<file path="config.mk">
export PLATFORM = sky130hd
export DESIGN_NAME = cfg_req_drain_flat
export DESIGN_NICKNAME = d
export VERILOG_FILES = /design/src/rtl/cfg_req_drain_pkg.sv /design/src/rtl/cfg_req_drain_if.sv /design/src/rtl/cfg_req_drain_timer.sv /design/src/rtl/cfg_req_drain.sv /design/src/flat_wrapper.sv
export SDC_FILE = /design/constraint.sdc
export NUM_CORES = 1
export LEC_CHECK = 0
export CAP_MARGIN = 20
export CELL_PAD_IN_SITES_DETAIL_PLACEMENT = 0
export CELL_PAD_IN_SITES_GLOBAL_PLACEMENT = 2
export CORE_ASPECT_RATIO = 0.7
export CORE_UTILIZATION = 39
export DETAILED_ROUTE_END_ITERATION = 10
export DONT_BUFFER_PORTS = 1
export PLACE_DENSITY = 0.84
export SYNTH_ARGS = -nofsm -noshare
export SYNTH_HDL_FRONTEND = slang
export SYNTH_SLANG_ARGS = --single-unit
</file>
<file path="constraint.sdc">
create_clock -name clk -period 2.5 [get_ports clk]
set_input_delay 0.25 -clock clk [delete_from_list [all_inputs] [get_ports clk]]
set_output_delay 0.25 -clock clk [all_outputs]
set_load 0.005 [all_outputs]
</file>
<file path="src/rtl/cfg_req_drain_pkg.sv">
// Shared definitions for the cfg-to-IOSF request drain: FIFO entry layout,
// FSM states and the unpacked request record.
package cfg_req_pkg;

  localparam int unsigned WR_BIT   = 68;
  localparam int unsigned BE_MSB   = 67;
  localparam int unsigned BE_LSB   = 64;
  localparam int unsigned ADDR_MSB = 63;
  localparam int unsigned ADDR_LSB = 32;
  localparam int unsigned DATA_MSB = 31;

  typedef enum logic [2:0] {
    IDLE,
    FETCH,
    REQ,
    WAIT_CPL,
    RSP
  } state_e;

  typedef struct packed {
    logic        write;
    logic [3:0]  be;
    logic [31:0] addr;
    logic [31:0] wdata;
  } cfg_req_t;

endpackage

</file>
<file path="src/rtl/cfg_req_drain_if.sv">
// Request / completion / response bundle between the drain and the IOSF side.
interface cfg_req_drain_if;
  logic        req_valid;
  logic        req_ready;
  logic        req_write;
  logic [3:0]  req_be;
  logic [31:0] req_addr;
  logic [31:0] req_wdata;
  logic        cpl_valid;
  logic [31:0] cpl_data;
  logic        cpl_err;
  logic        rsp_valid;
  logic [31:0] rsp_rdata;
  logic        rsp_err;
  logic        rsp_timeout;

  modport master (
    output req_valid, req_write, req_be, req_addr, req_wdata,
    output rsp_valid, rsp_rdata, rsp_err, rsp_timeout,
    input  req_ready, cpl_valid, cpl_data, cpl_err
  );

  modport slave (
    input  req_valid, req_write, req_be, req_addr, req_wdata,
    input  rsp_valid, rsp_rdata, rsp_err, rsp_timeout,
    output req_ready, cpl_valid, cpl_data, cpl_err
  );
endinterface

</file>
<file path="src/rtl/cfg_req_drain_timer.sv">
// Completion timeout counter: clear on request accept, count while enabled,
// saturate at all-ones so a stalled enable can never wrap back into range.
module cfg_req_timer #(
  parameter int unsigned TIMEOUT_CYC = 1024,
  parameter int unsigned TO_CNT_W    = 16
) (
  input  logic clk,
  input  logic rst_n,
  input  logic clr,
  input  logic en,
  output logic expire
);

  logic [TO_CNT_W-1:0] cnt_q, cnt_d;

  always_comb begin
    cnt_d = cnt_q;
    if (clr) begin
      cnt_d = '0;
    end else if (en && (cnt_q != '1)) begin
      cnt_d = cnt_q + TO_CNT_W'(1);
    end
  end

  always_ff @(posedge clk or negedge rst_n) begin
    if (!rst_n) begin
      cnt_q <= '0;
    end else begin
      cnt_q <= cnt_d;
    end
  end

  assign expire = (cnt_q == TO_CNT_W'(TIMEOUT_CYC - 1));

endmodule

</file>
<file path="src/rtl/cfg_req_drain.sv">
// Drains the cfg-to-IOSF CDC FIFO one config request at a time, waits for the
// completion (or a timeout) and pulses a response.
module cfg_req_drain
  import cfg_req_pkg::*;
#(
  parameter int unsigned DATA_W      = 69,
  parameter int unsigned TIMEOUT_CYC = 1024,
  parameter int unsigned TO_CNT_W    = 16
) (
  input  logic              clk,
  input  logic              rst_n,
  input  logic [DATA_W-1:0] fifo_q,
  input  logic              fifo_rdempty,
  output logic              fifo_rdreq,
  cfg_req_drain_if.master   bus,
  output logic              stray_cpl,
  output logic              busy
);

  state_e      state_q, state_d;
  cfg_req_t    req_q, req_d;
  logic [31:0] rsp_rdata_q, rsp_rdata_d;
  logic        rsp_err_q, rsp_err_d;
  logic        rsp_to_q, rsp_to_d;
  logic        stray_q, stray_d;
  logic        rdreq;
  logic        tmr_clr, tmr_en, tmr_expire;

  cfg_req_timer #(
    .TIMEOUT_CYC(TIMEOUT_CYC),
    .TO_CNT_W   (TO_CNT_W)
  ) u_timer (
    .clk   (clk),
    .rst_n (rst_n),
    .clr   (tmr_clr),
    .en    (tmr_en),
    .expire(tmr_expire)
  );

  always_comb begin
    state_d     = state_q;
    req_d       = req_q;
    rsp_rdata_d = rsp_rdata_q;
    rsp_err_d   = rsp_err_q;
    rsp_to_d    = rsp_to_q;
    stray_d     = stray_q | (bus.cpl_valid && (state_q != WAIT_CPL));
    rdreq       = 1'b0;
    tmr_clr     = 1'b0;
    tmr_en      = 1'b0;
    unique case (state_q)
      IDLE: begin
        if (!fifo_rdempty) begin
          rdreq   = 1'b1;
          state_d = FETCH;
        end
      end
      FETCH: begin
        req_d.write = fifo_q[WR_BIT];
        req_d.be    = fifo_q[BE_MSB:BE_LSB];
        req_d.addr  = fifo_q[ADDR_MSB:ADDR_LSB];
        req_d.wdata = fifo_q[DATA_MSB:0];
        state_d     = REQ;
      end
      REQ: begin
        if (bus.req_ready) begin
          tmr_clr = 1'b1;
          state_d = WAIT_CPL;
        end
      end
      WAIT_CPL: begin
        tmr_en = 1'b1;
        // Completion is checked first so it wins a tie with expiry.
        if (bus.cpl_valid) begin
          rsp_rdata_d = req_q.write ? '0 : bus.cpl_data;
          rsp_err_d   = bus.cpl_err;
          rsp_to_d    = 1'b0;
          state_d     = RSP;
        end else if (tmr_expire) begin
          rsp_rdata_d = '0;
          rsp_err_d   = 1'b1;
          rsp_to_d    = 1'b1;
          state_d     = RSP;
        end
      end
      RSP: begin
        state_d = IDLE;
      end
      default: begin
        state_d = IDLE;
      end
    endcase
  end

  always_ff @(posedge clk or negedge rst_n) begin
    if (!rst_n) begin
      state_q     <= IDLE;
      req_q       <= '0;
      rsp_rdata_q <= '0;
      rsp_err_q   <= 1'b0;
      rsp_to_q    <= 1'b0;
      stray_q     <= 1'b0;
    end else begin
      state_q     <= state_d;
      req_q       <= req_d;
      rsp_rdata_q <= rsp_rdata_d;
      rsp_err_q   <= rsp_err_d;
      rsp_to_q    <= rsp_to_d;
      stray_q     <= stray_d;
    end
  end

  // IDLE is also the reset state, so gate the pop with rst_n to keep it low in reset.
  assign fifo_rdreq      = rdreq && rst_n;
  assign bus.req_valid   = (state_q == REQ);
  assign bus.req_write   = req_q.write;
  assign bus.req_be      = req_q.be;
  assign bus.req_addr    = req_q.addr;
  assign bus.req_wdata   = req_q.wdata;
  assign bus.rsp_valid   = (state_q == RSP);
  assign bus.rsp_rdata   = rsp_rdata_q;
  assign bus.rsp_err     = rsp_err_q;
  assign bus.rsp_timeout = rsp_to_q;
  assign stray_cpl       = stray_q;
  assign busy            = (state_q != IDLE);

endmodule

</file>
<file path="src/flat_wrapper.sv">
// flat-port wrapper written by rule: the top's interface ports become plain ports
module cfg_req_drain_flat import cfg_req_pkg::*;
#(
  parameter int unsigned DATA_W      = 69,
  parameter int unsigned TIMEOUT_CYC = 1024,
  parameter int unsigned TO_CNT_W    = 16
)
  (clk, rst_n, fifo_q, fifo_rdempty, fifo_rdreq, stray_cpl, busy, bus_req_valid, bus_req_write, bus_req_be, bus_req_addr, bus_req_wdata, bus_rsp_valid, bus_rsp_rdata, bus_rsp_err, bus_rsp_timeout, bus_req_ready, bus_cpl_valid, bus_cpl_data, bus_cpl_err);
  cfg_req_drain_if bus_i ();
  input  logic clk;
  input  logic rst_n;
  input  logic [DATA_W-1:0] fifo_q;
  input  logic fifo_rdempty;
  output logic fifo_rdreq;
  output logic stray_cpl;
  output logic busy;
  output wire logic [$bits(bus_i.req_valid)-1:0] bus_req_valid;
  output wire logic [$bits(bus_i.req_write)-1:0] bus_req_write;
  output wire logic [$bits(bus_i.req_be)-1:0] bus_req_be;
  output wire logic [$bits(bus_i.req_addr)-1:0] bus_req_addr;
  output wire logic [$bits(bus_i.req_wdata)-1:0] bus_req_wdata;
  output wire logic [$bits(bus_i.rsp_valid)-1:0] bus_rsp_valid;
  output wire logic [$bits(bus_i.rsp_rdata)-1:0] bus_rsp_rdata;
  output wire logic [$bits(bus_i.rsp_err)-1:0] bus_rsp_err;
  output wire logic [$bits(bus_i.rsp_timeout)-1:0] bus_rsp_timeout;
  input wire logic [$bits(bus_i.req_ready)-1:0] bus_req_ready;
  input wire logic [$bits(bus_i.cpl_valid)-1:0] bus_cpl_valid;
  input wire logic [$bits(bus_i.cpl_data)-1:0] bus_cpl_data;
  input wire logic [$bits(bus_i.cpl_err)-1:0] bus_cpl_err;
  assign bus_req_valid = bus_i.req_valid;
  assign bus_req_write = bus_i.req_write;
  assign bus_req_be = bus_i.req_be;
  assign bus_req_addr = bus_i.req_addr;
  assign bus_req_wdata = bus_i.req_wdata;
  assign bus_rsp_valid = bus_i.rsp_valid;
  assign bus_rsp_rdata = bus_i.rsp_rdata;
  assign bus_rsp_err = bus_i.rsp_err;
  assign bus_rsp_timeout = bus_i.rsp_timeout;
  assign bus_i.req_ready = bus_req_ready;
  assign bus_i.cpl_valid = bus_cpl_valid;
  assign bus_i.cpl_data = bus_cpl_data;
  assign bus_i.cpl_err = bus_cpl_err;
  cfg_req_drain #(.DATA_W(DATA_W), .TIMEOUT_CYC(TIMEOUT_CYC), .TO_CNT_W(TO_CNT_W)) u_core (.clk(clk), .rst_n(rst_n), .fifo_q(fifo_q), .fifo_rdempty(fifo_rdempty), .fifo_rdreq(fifo_rdreq), .bus(bus_i), .stray_cpl(stray_cpl), .busy(busy));
endmodule
</file>
==> out/qor.txt, run 1 <==
=========================================================================================
Total non-filler cell area in the finished layout                             0.00672 mm2
PwrDens                                                                       1140 mW/mm2
Share of the synthesized area in the top cell type                                  0.619
Number of antenna violations at the first check in global routing                       0
Synth Cell Area                                                               0.00497 mm2
Endpoints failing setup                                                                 0
DRC violation total after the first TritonRoute iteration                             159
Worst slack on hold paths                                                       -0.453 ns
Path type of the worst min-delay path                                         in -> async
Net Count, Synth                                                                      469
Wire length of the first global-routing pass                                      18.2 mm
Vert. Die Dim                                                                     96.4 um
Peak supply drop                                                                   543 uV
Pleak                                                                             2.86 nW
Number of hold violations in the final report                                         123
Sum Neg Setup Slack                                                                  0 ns
Global-route met3 utilization                                                      0.0814
Count of pins on the block boundary                                                   215
Setup slack, reg-to-reg                                                           0.34 ns
Worst setup SP type                                                              register
Clock tree from TritonCTS                                                            done
Series of cell instances along the critical path                             ha_1 -> or4bb_1 -> nor4_2 -> o21ai_2 -> buf_4 -> a22o_1
Total routing resource utilization after global routing                             0.187
Clock latency on the worst-skew pair                                              0.40 ns
Routed wire length                                                                12.2 mm
Largest fanout on the critical path                                                    34
Number of levels in the clock H-tree                                                    4
CP endpoint kind                                                                 register
Initial Utilization                                                                 0.400
Critical path type                                                             reg -> reg
CP top delay family                                                          simple AND/OR/NAND/NOR gates
Count of buffering cells on the critical path with inverters included                   1
Hold bufs inserted after CTS                                                          101
Diode count                                                                             0
Vias in the first global route                                                      3,464
Library cell used as clock root buffer                                       sky130_fd_sc_hd__clkbuf_16
Largest buffer count on any clock path                                                  2
Post-placement worst setup slack                                                 0.371 ns
Post-Syn Area per Cell                                                           13.8 um2
Met2 track demand over resource in global routing                                   0.282
TritonCTS Buffers                                                                      17
Worst slew slack as a fraction of its limit                                         0.618
Met1 Use GR                                                                         0.233
Area added between synthesis and finish                                             35.2%
First drt pass iteration count                                                          4
NumNets Final                                                                         574
Share of post-route cells with drive strength above 1                               0.240
Detailed-route vias per instance                                                     5.34
Number of max-cap violations                                                            0
Number of buffers added on ports                                                        0
Critical path required time                                                       2.77 ns
Number of vias after detailed routing                                               3,426
Final period demand of the worst path                                             2.16 ns
Post-synth cell types                                                                  43
Cells taking the most area after synthesis                                   sky130_fd_sc_hd__dfrtp_1 (62%), sky130_fd_sc_hd__mux2_2 (16%), sky130_fd_sc_hd__a22o_1 (5.8%)
GR Overflow Total                                                                       0
Seq cells post-synth                                                                  123
Primary FF master, synth                                                     sky130_fd_sc_hd__dfrtp_1
TritonCTS sink count                                                                  123
Max-slew violation count                                                                0
Worst Path Arrival                                                                2.43 ns
Crit share post-route                                                               0.864
Top Usage Layer GRT                                                                  met2
Number of enable-type register cells in the synthesized netlist                         0
Maximum number of pins on one net before global-route repair                          125
Estimated wirelength of the detail-placed design                                  7.27 mm
Maximum clock skew at final layout                                             0.00964 ns
Number of cell rows                                                                    34
Width of the die                                                                   137 um
Register area share after synthesis                                                 0.619
Area of the die                                                                0.0132 mm2
Area of the placeable core                                                     0.0124 mm2
Post-DP Area                                                                  0.00514 mm2
Wire length per cell after detailed routing                                       19.1 um
Pin slew with the least headroom to its limit                                    0.567 ns
Total of warnings raised by yosys                                                       0
Status                                                                       complete, but fails checks
Cell type with the largest total area after synthesis                        sky130_fd_sc_hd__dfrtp_1
Count of antenna-violating nets left after detailed routing                             0
Proportion of register bits with asynchronous set or reset after synthesis           1.00
Cells after Synth                                                                     361
Clock Pin Slew Worst Setup and Hold Paths                                         0.06 ns
Slowest-stage cell, CP                                                       sky130_fd_sc_hd__dfrtp_1
Unrepaired setup endpoints after global routing                                     false
Resized cells post-CTS                                                                  0
Final worst slack                                                                0.339 ns
Largest incremental delay on the critical path                                    0.44 ns
Maximum clock frequency                                                         0.463 GHz
Routability congestion estimate from global placement                               0.782
Remaining routing DRC violations                                                        0
Number of setup buffers added after CTS                                                 0
Violations in the final reports                                               hold timing
=========================================================================================
kinds of logic (layout without fill, tap and decap cells):
group / count (synthesis) / after routing / share of synthesized area
buf+inv: 25 / 143 / 0.0229
simple gates: 71 / 71 / 0.0924
flops: 123 / 123 / 0.619
compound gates: 67 / 67 / 0.0964
fa+ha+maj: 1 / 1 / 0.00252
xor+xnor: 1 / 1 / 0.00176
mux: 73 / 73 / 0.164
metal layers:
metal  vias up  wire (um)
li1       1547          -
met3        14       1060
met5         -          0
met4         0        157
met1      1716       5200
met2       149       5810
state kept, by name, summed over array words and instances (netlist names):
| signal | flops |
|---|---|
| u_core.state_q | 3 |
| u_core.bus.req_be | 4 |
| u_core.bus.rsp_timeout | 1 |
| u_core.bus.req_wdata | 32 |
| u_core.bus.req_addr | 32 |
| u_core.bus.rsp_err | 1 |
| u_core.u_timer.cnt_q | 16 |
| u_core.bus.rsp_rdata | 32 |
| u_core.bus.req_write | 1 |
| u_core.stray_cpl | 1 |
cell usage in the layout, fill, tap and decap left out, types with 2 or more instances in the layout:
master | synthesis | final
sky130_fd_sc_hd__dfrtp_1 | 123 | 123
sky130_fd_sc_hd__nand4_1 | 6 | 6
sky130_fd_sc_hd__nand3_1 | 4 | 4
sky130_fd_sc_hd__nor4_1 | 2 | 2
sky130_fd_sc_hd__and4_1 | 2 | 2
sky130_fd_sc_hd__mux2i_1 | 4 | 4
sky130_fd_sc_hd__clkinv_4 | 0 | 4
sky130_fd_sc_hd__or4_1 | 3 | 3
sky130_fd_sc_hd__clkbuf_1 | 12 | 2
sky130_fd_sc_hd__nand2_1 | 13 | 13
sky130_fd_sc_hd__or3_1 | 11 | 11
sky130_fd_sc_hd__inv_6 | 0 | 5
sky130_fd_sc_hd__and2_1 | 2 | 2
sky130_fd_sc_hd__a22o_1 | 33 | 33
sky130_fd_sc_hd__clkbuf_16 | 0 | 17
sky130_fd_sc_hd__a21oi_1 | 15 | 15
sky130_fd_sc_hd__o31ai_1 | 2 | 2
sky130_fd_sc_hd__dlygate4sd3_1 | 0 | 101
sky130_fd_sc_hd__nor3_1 | 5 | 5
sky130_fd_sc_hd__buf_4 | 1 | 5
sky130_fd_sc_hd__nor2b_1 | 3 | 3
sky130_fd_sc_hd__nor3b_1 | 2 | 2
sky130_fd_sc_hd__nor4_2 | 2 | 2
sky130_fd_sc_hd__nor2_1 | 6 | 5
sky130_fd_sc_hd__mux2_2 | 69 | 69
sky130_fd_sc_hd__o21ai_0 | 11 | 11
sky130_fd_sc_hd__inv_1 | 4 | 4
synth_stat cells (2+ instances only):
| cell | number |
|---|---|
| sky130_fd_sc_hd__dfrtp_1 | 123 |
| sky130_fd_sc_hd__mux2_2 | 69 |
| sky130_fd_sc_hd__a22o_1 | 33 |
| sky130_fd_sc_hd__a21oi_1 | 15 |
| sky130_fd_sc_hd__nand2_1 | 13 |
| sky130_fd_sc_hd__clkbuf_1 | 12 |
| sky130_fd_sc_hd__o21ai_0 | 11 |
| sky130_fd_sc_hd__or3_1 | 11 |
| sky130_fd_sc_hd__buf_2 | 7 |
| sky130_fd_sc_hd__nand4_1 | 6 |
| sky130_fd_sc_hd__nor2_1 | 6 |
| sky130_fd_sc_hd__nor3_1 | 5 |
| sky130_fd_sc_hd__inv_1 | 4 |
| sky130_fd_sc_hd__mux2i_1 | 4 |
| sky130_fd_sc_hd__nand3_1 | 4 |
| sky130_fd_sc_hd__nor2b_1 | 3 |
| sky130_fd_sc_hd__or4_1 | 3 |
| sky130_fd_sc_hd__and2_1 | 2 |
| sky130_fd_sc_hd__and4_1 | 2 |
| sky130_fd_sc_hd__nor3b_1 | 2 |
| sky130_fd_sc_hd__nor4_1 | 2 |
| sky130_fd_sc_hd__nor4_2 | 2 |
| sky130_fd_sc_hd__o31ai_1 | 2 |
worst paths after layout:
| check | start | end | cells after the start |
|---|---|---|---|
| worst min-delay path | rst_n | u_core.u_timer.cnt_q[13]$_DFFE_PN0P_ | 0 |
| worst max-delay path | u_core.u_timer.cnt_q[1]$_DFFE_PN0P_ | u_core.bus.rsp_rdata[10]$_DFFE_PN0P_ | 6 |
| max in group asynchronous | rst_n | u_core.bus.req_wdata[20]$_DFFE_PN0N_ | 0 |
| worst min register to register | u_core.stray_cpl$_DFF_PN0_ | u_core.stray_cpl$_DFF_PN0_ | 1 |
| worst max register to register | u_core.u_timer.cnt_q[1]$_DFFE_PN0P_ | u_core.bus.rsp_rdata[10]$_DFFE_PN0P_ | 6 |
| min in group clk | bus_cpl_err | u_core.bus.rsp_err$_DFFE_PN0P_ | 2 |
power by group:
| part | leakage [nW] | switching (mW) | total [mW] | internal (mW) |
|---|---|---|---|---|
| Clock | 0.275 | 0.936 | 2.33 | 1.39 |
| Sequential | 1.53 | 0.773 | 3.60 | 2.82 |
| Combinational | 1.06 | 0.668 | 1.71 | 1.04 |
cell type report:
type	instances	area, um2
Fill cell	1041	5700
Sequential cell	123	3080
Multi-Input combinational cell	213	1790
Timing Repair Buffer	107	1070
Clock buffer	19	433
Tap cell	162	203
Clock inverter	13	133
Inverter	4	15.0
stage by stage:
step,power [mW],cells,hold WS [ns],util
3_5_place_dp,5.17,508,-0.0398,0.414
5_1_grt,8.08,641,-0.482,0.541
3_3_place_gp,5.09,508,-0.0404,0.414
4_1_cts,7.68,641,-0.476,0.541
6_report,7.64,641,-0.453,0.541
2_1_floorplan,4.72,361,-0.0456,-
Power figures use the tool's default switching activity.
==> run 2: changes to the inputs <==
--- a/config.mk
+++ b/config.mk
@@ -5,7 +5,6 @@
 export SDC_FILE = /design/constraint.sdc
 export NUM_CORES = 1
 export LEC_CHECK = 0
-export CAP_MARGIN = 20
 export CELL_PAD_IN_SITES_DETAIL_PLACEMENT = 0
 export CELL_PAD_IN_SITES_GLOBAL_PLACEMENT = 2
 export CORE_ASPECT_RATIO = 0.7
==> results of run 2 <==
No change in the layout: final DEF, timing and power equal those of run 1.
==> run 3: changes to the inputs <==
==> constraint.sdc (replaced) <==
create_clock -name clk -period 2.5 [get_ports clk]
set_input_delay 0.375 -clock clk [delete_from_list [all_inputs] [get_ports clk]]
set_output_delay 0.375 -clock clk [all_outputs]
set_load 0.005 [all_outputs]
==> run 3 against run 2 <==
Against the previous run:
- clock power barely moved
- count of clock-buffer cells in the layout did not move
- register-to-register slack barely moved
- the run still ends with hold timing left
- utilization fell by 8.1 points
- flip-flop and latch count did not move
==> out/qor.txt, run 3 (synthesis results as in run 1) <==
================================================================================
Status                                                              complete, but fails checks   unchanged
Violations in the final reports                                      hold timing   unchanged
M1 wire length                                                           4.71 mm   was 5.20 mm
Maximum clock skew at final layout                                     0.0117 ns   was 0.00964 ns
Share of post-route cells with drive strength above 1                      0.304   was 0.240
Wire length per cell after detailed routing                              20.1 um   was 19.1 um
Total non-filler cell area in the finished layout                    0.00571 mm2   was 0.00672 mm2
Count of antenna-violating nets left after detailed routing                    0   unchanged
Worst Path Arrival                                                       2.44 ns   was 2.43 ns
Number of fill cells in the layout                                         1,128   was 1,041
TritonCTS sink count                                                         123   unchanged
Largest fanout on the critical path                                           34   unchanged
Maximum number of pins on one net before global-route repair                 125   unchanged
Final worst slack                                                       0.334 ns   was 0.339 ns
Sum Neg Setup Slack                                                         0 ns   unchanged
PwrDens                                                              1310 mW/mm2   was 1140 mW/mm2
Routability congestion estimate from global placement                      0.782   unchanged
Number of vias after detailed routing                                      2,966   was 3,426
First drt pass iteration count                                                 4   unchanged
Critical R2R Launch                                                 u_core.u_timer.cnt_q[1]$_DFFE_PN0P_   unchanged
Remaining routing DRC violations                                               0   unchanged
Largest buffer count on any clock path                                         2   unchanged
Final period demand of the worst path                                    2.17 ns   was 2.16 ns
Estimated wirelength of the detail-placed design                         7.27 mm   unchanged
Maximum clock frequency                                                0.462 GHz   was 0.463 GHz
Number of max-cap violations                                                   0   unchanged
Vias in the first global route                                             2,868   was 3,464
Worst setup SP type                                                     register   unchanged
Path type of the worst min-delay path                                in -> async   unchanged
Worst Reg-to-Reg Cells                                                         6   unchanged
Critical Path End                                                   u_core.bus.rsp_rdata[10]$_DFFE_PN0P_   unchanged
Number of hold violations in the final report                                123   unchanged
Diode count                                                                    0   unchanged
Setup slack, reg-to-reg                                                  0.33 ns   was 0.34 ns
CP endpoint kind                                                        register   unchanged
Launching element of the worst setup path                           u_core.u_timer.cnt_q[1]$_DFFE_PN0P_   unchanged
Pin slew with the least headroom to its limit                           0.586 ns   was 0.567 ns
Number of buffers added on ports                                               0   unchanged
Number of setup buffers added after CTS                                        0   unchanged
Met3 layer wire length in the routed design                              1.09 mm   was 1.06 mm
Number of levels in the clock H-tree                                           4   unchanged
Clock Pin Slew Worst Setup and Hold Paths                                0.06 ns   about the same
Highest signal layer in the routed design                                   met4   unchanged
Unrepaired setup endpoints after global routing                            false   unchanged
Width of the die                                                          137 um   unchanged
Critical path required time                                              2.78 ns   was 2.77 ns
Number of standard cells in the final layout excluding fillers               540   was 641
Vert. Die Dim                                                            96.4 um   unchanged
Wire length of the first global-routing pass                             15.8 mm   was 18.2 mm
Clock latency on the worst-skew pair                                     0.40 ns   about the same
Number of antenna violations at the first check in global routing              0   unchanged
Area of the placeable core                                            0.0124 mm2   unchanged
Total placed cells including tap cells                                       508   unchanged
TritonCTS Buffers                                                             17   unchanged
Worst slack on hold paths                                              -0.329 ns   was -0.453 ns
Pleak                                                                    2.44 nW   was 2.86 nW
Crit share post-route                                                      0.866   was 0.864
Worst slew slack as a fraction of its limit                                0.606   was 0.618
Area of the die                                                       0.0132 mm2   unchanged
Initial Utilization                                                        0.400   unchanged
Post-placement worst setup slack                                        0.371 ns   unchanged
WL met2                                                                  5.00 mm   was 5.81 mm
NumNets Final                                                                473   was 574
Resized cells post-CTS                                                         0   unchanged
Most common library cell in the layout ignoring fill and taps       sky130_fd_sc_hd__dfrtp_1   unchanged
Area added between synthesis and finish                                    14.9%   was 35.2%
GR Overflow Total                                                              0   unchanged
Total routing resource utilization after global routing                    0.164   was 0.187
Count of pins on the block boundary                                          215   unchanged
Critical path type                                                    reg -> reg   unchanged
Routed wire length                                                       10.9 mm   was 12.2 mm
Max-slew violation count                                                       0   unchanged
Crit Reg-Reg Endpoint                                               u_core.bus.rsp_rdata[10]$_DFFE_PN0P_   unchanged
Clock tree from TritonCTS                                                   done   unchanged
Post-DP Area                                                         0.00514 mm2   unchanged
Most frequent cells in the layout                                   sky130_fd_sc_hd__dfrtp_1 (123), sky130_fd_sc_hd__mux2_2 (69), sky130_fd_sc_hd__a22o_1 (33)   was sky130_fd_sc_hd__dfrtp_1 (123), sky130_fd_sc_hd__dlygate4sd3_1 (101), sky130_fd_sc_hd__mux2_2 (69)
Endpoints failing setup                                                        0   unchanged
Peak supply drop                                                          532 uV   was 543 uV
DRC violation total after the first TritonRoute iteration                    146   was 159
Number of cell rows                                                           34   unchanged
Detailed-route vias per instance                                            5.49   was 5.34
Library cell used as clock root buffer                              sky130_fd_sc_hd__clkbuf_16   unchanged
================================================================================
-- run 3: cell type report --
cell class / instances / area [um2] / share of cell area
Tap cell: 162 / 203 / 0.0355
Clock inverter: 13 / 133 / 0.0232
Sequential cell: 123 / 3080 / 0.539
Timing Repair Buffer: 6 / 57.6 / 0.0101
Multi-Input combinational cell: 213 / 1790 / 0.313
Clock buffer: 19 / 433 / 0.0758
Inverter: 4 / 15.0 / 0.00263
-- run 3: how the worst min path moves through the flow --
stage                from                                    to  slack, ns
floorplan           rst_n    u_core.bus.req_addr[0]$_DFFE_PN0N_       0.08
global placement    rst_n   u_core.u_timer.cnt_q[6]$_DFFE_PN0P_       0.08
detailed placement  rst_n  u_core.u_timer.cnt_q[11]$_DFFE_PN0P_       0.09
CTS                 rst_n  u_core.u_timer.cnt_q[12]$_DFFE_PN0P_      -0.35
global route        rst_n  u_core.bus.rsp_rdata[23]$_DFFE_PN0P_      -0.36
finish              rst_n  u_core.u_timer.cnt_q[11]$_DFFE_PN0P_      -0.33
-- run 3: critical path, stage by stage (launching register included) --
cell and delay, ns:
sky130_fd_sc_hd__dfrtp_1 0.45, sky130_fd_sc_hd__ha_1 0.30, sky130_fd_sc_hd__or4bb_1 0.44, sky130_fd_sc_hd__nor4_2 0.29
sky130_fd_sc_hd__o21ai_2 0.07, sky130_fd_sc_hd__buf_4 0.25, sky130_fd_sc_hd__a22o_1 0.23
-- run 3: metal layers --
layer / up-vias / global-route usage
met2: 134 / 0.234
li1: 1340 / -
met3: 4 / 0.0856
met5: - / 0
met4: 0 / 0.0659
met1: 1488 / 0.207
-- run 3: through the flow --
step	util	power, mW
final	0.460	7.45
after global routing	0.460	7.90
after CTS	0.460	7.55
after detailed placement	0.414	5.17
after global placement	0.414	5.09
after floorplan	-	4.72
-- run 3: power by group --
group | switching (mW) | internal [mW]
clock network | 0.933 | 1.39
registers | 0.750 | 2.82
logic | 0.618 | 0.934
total | 2.30 | 5.15
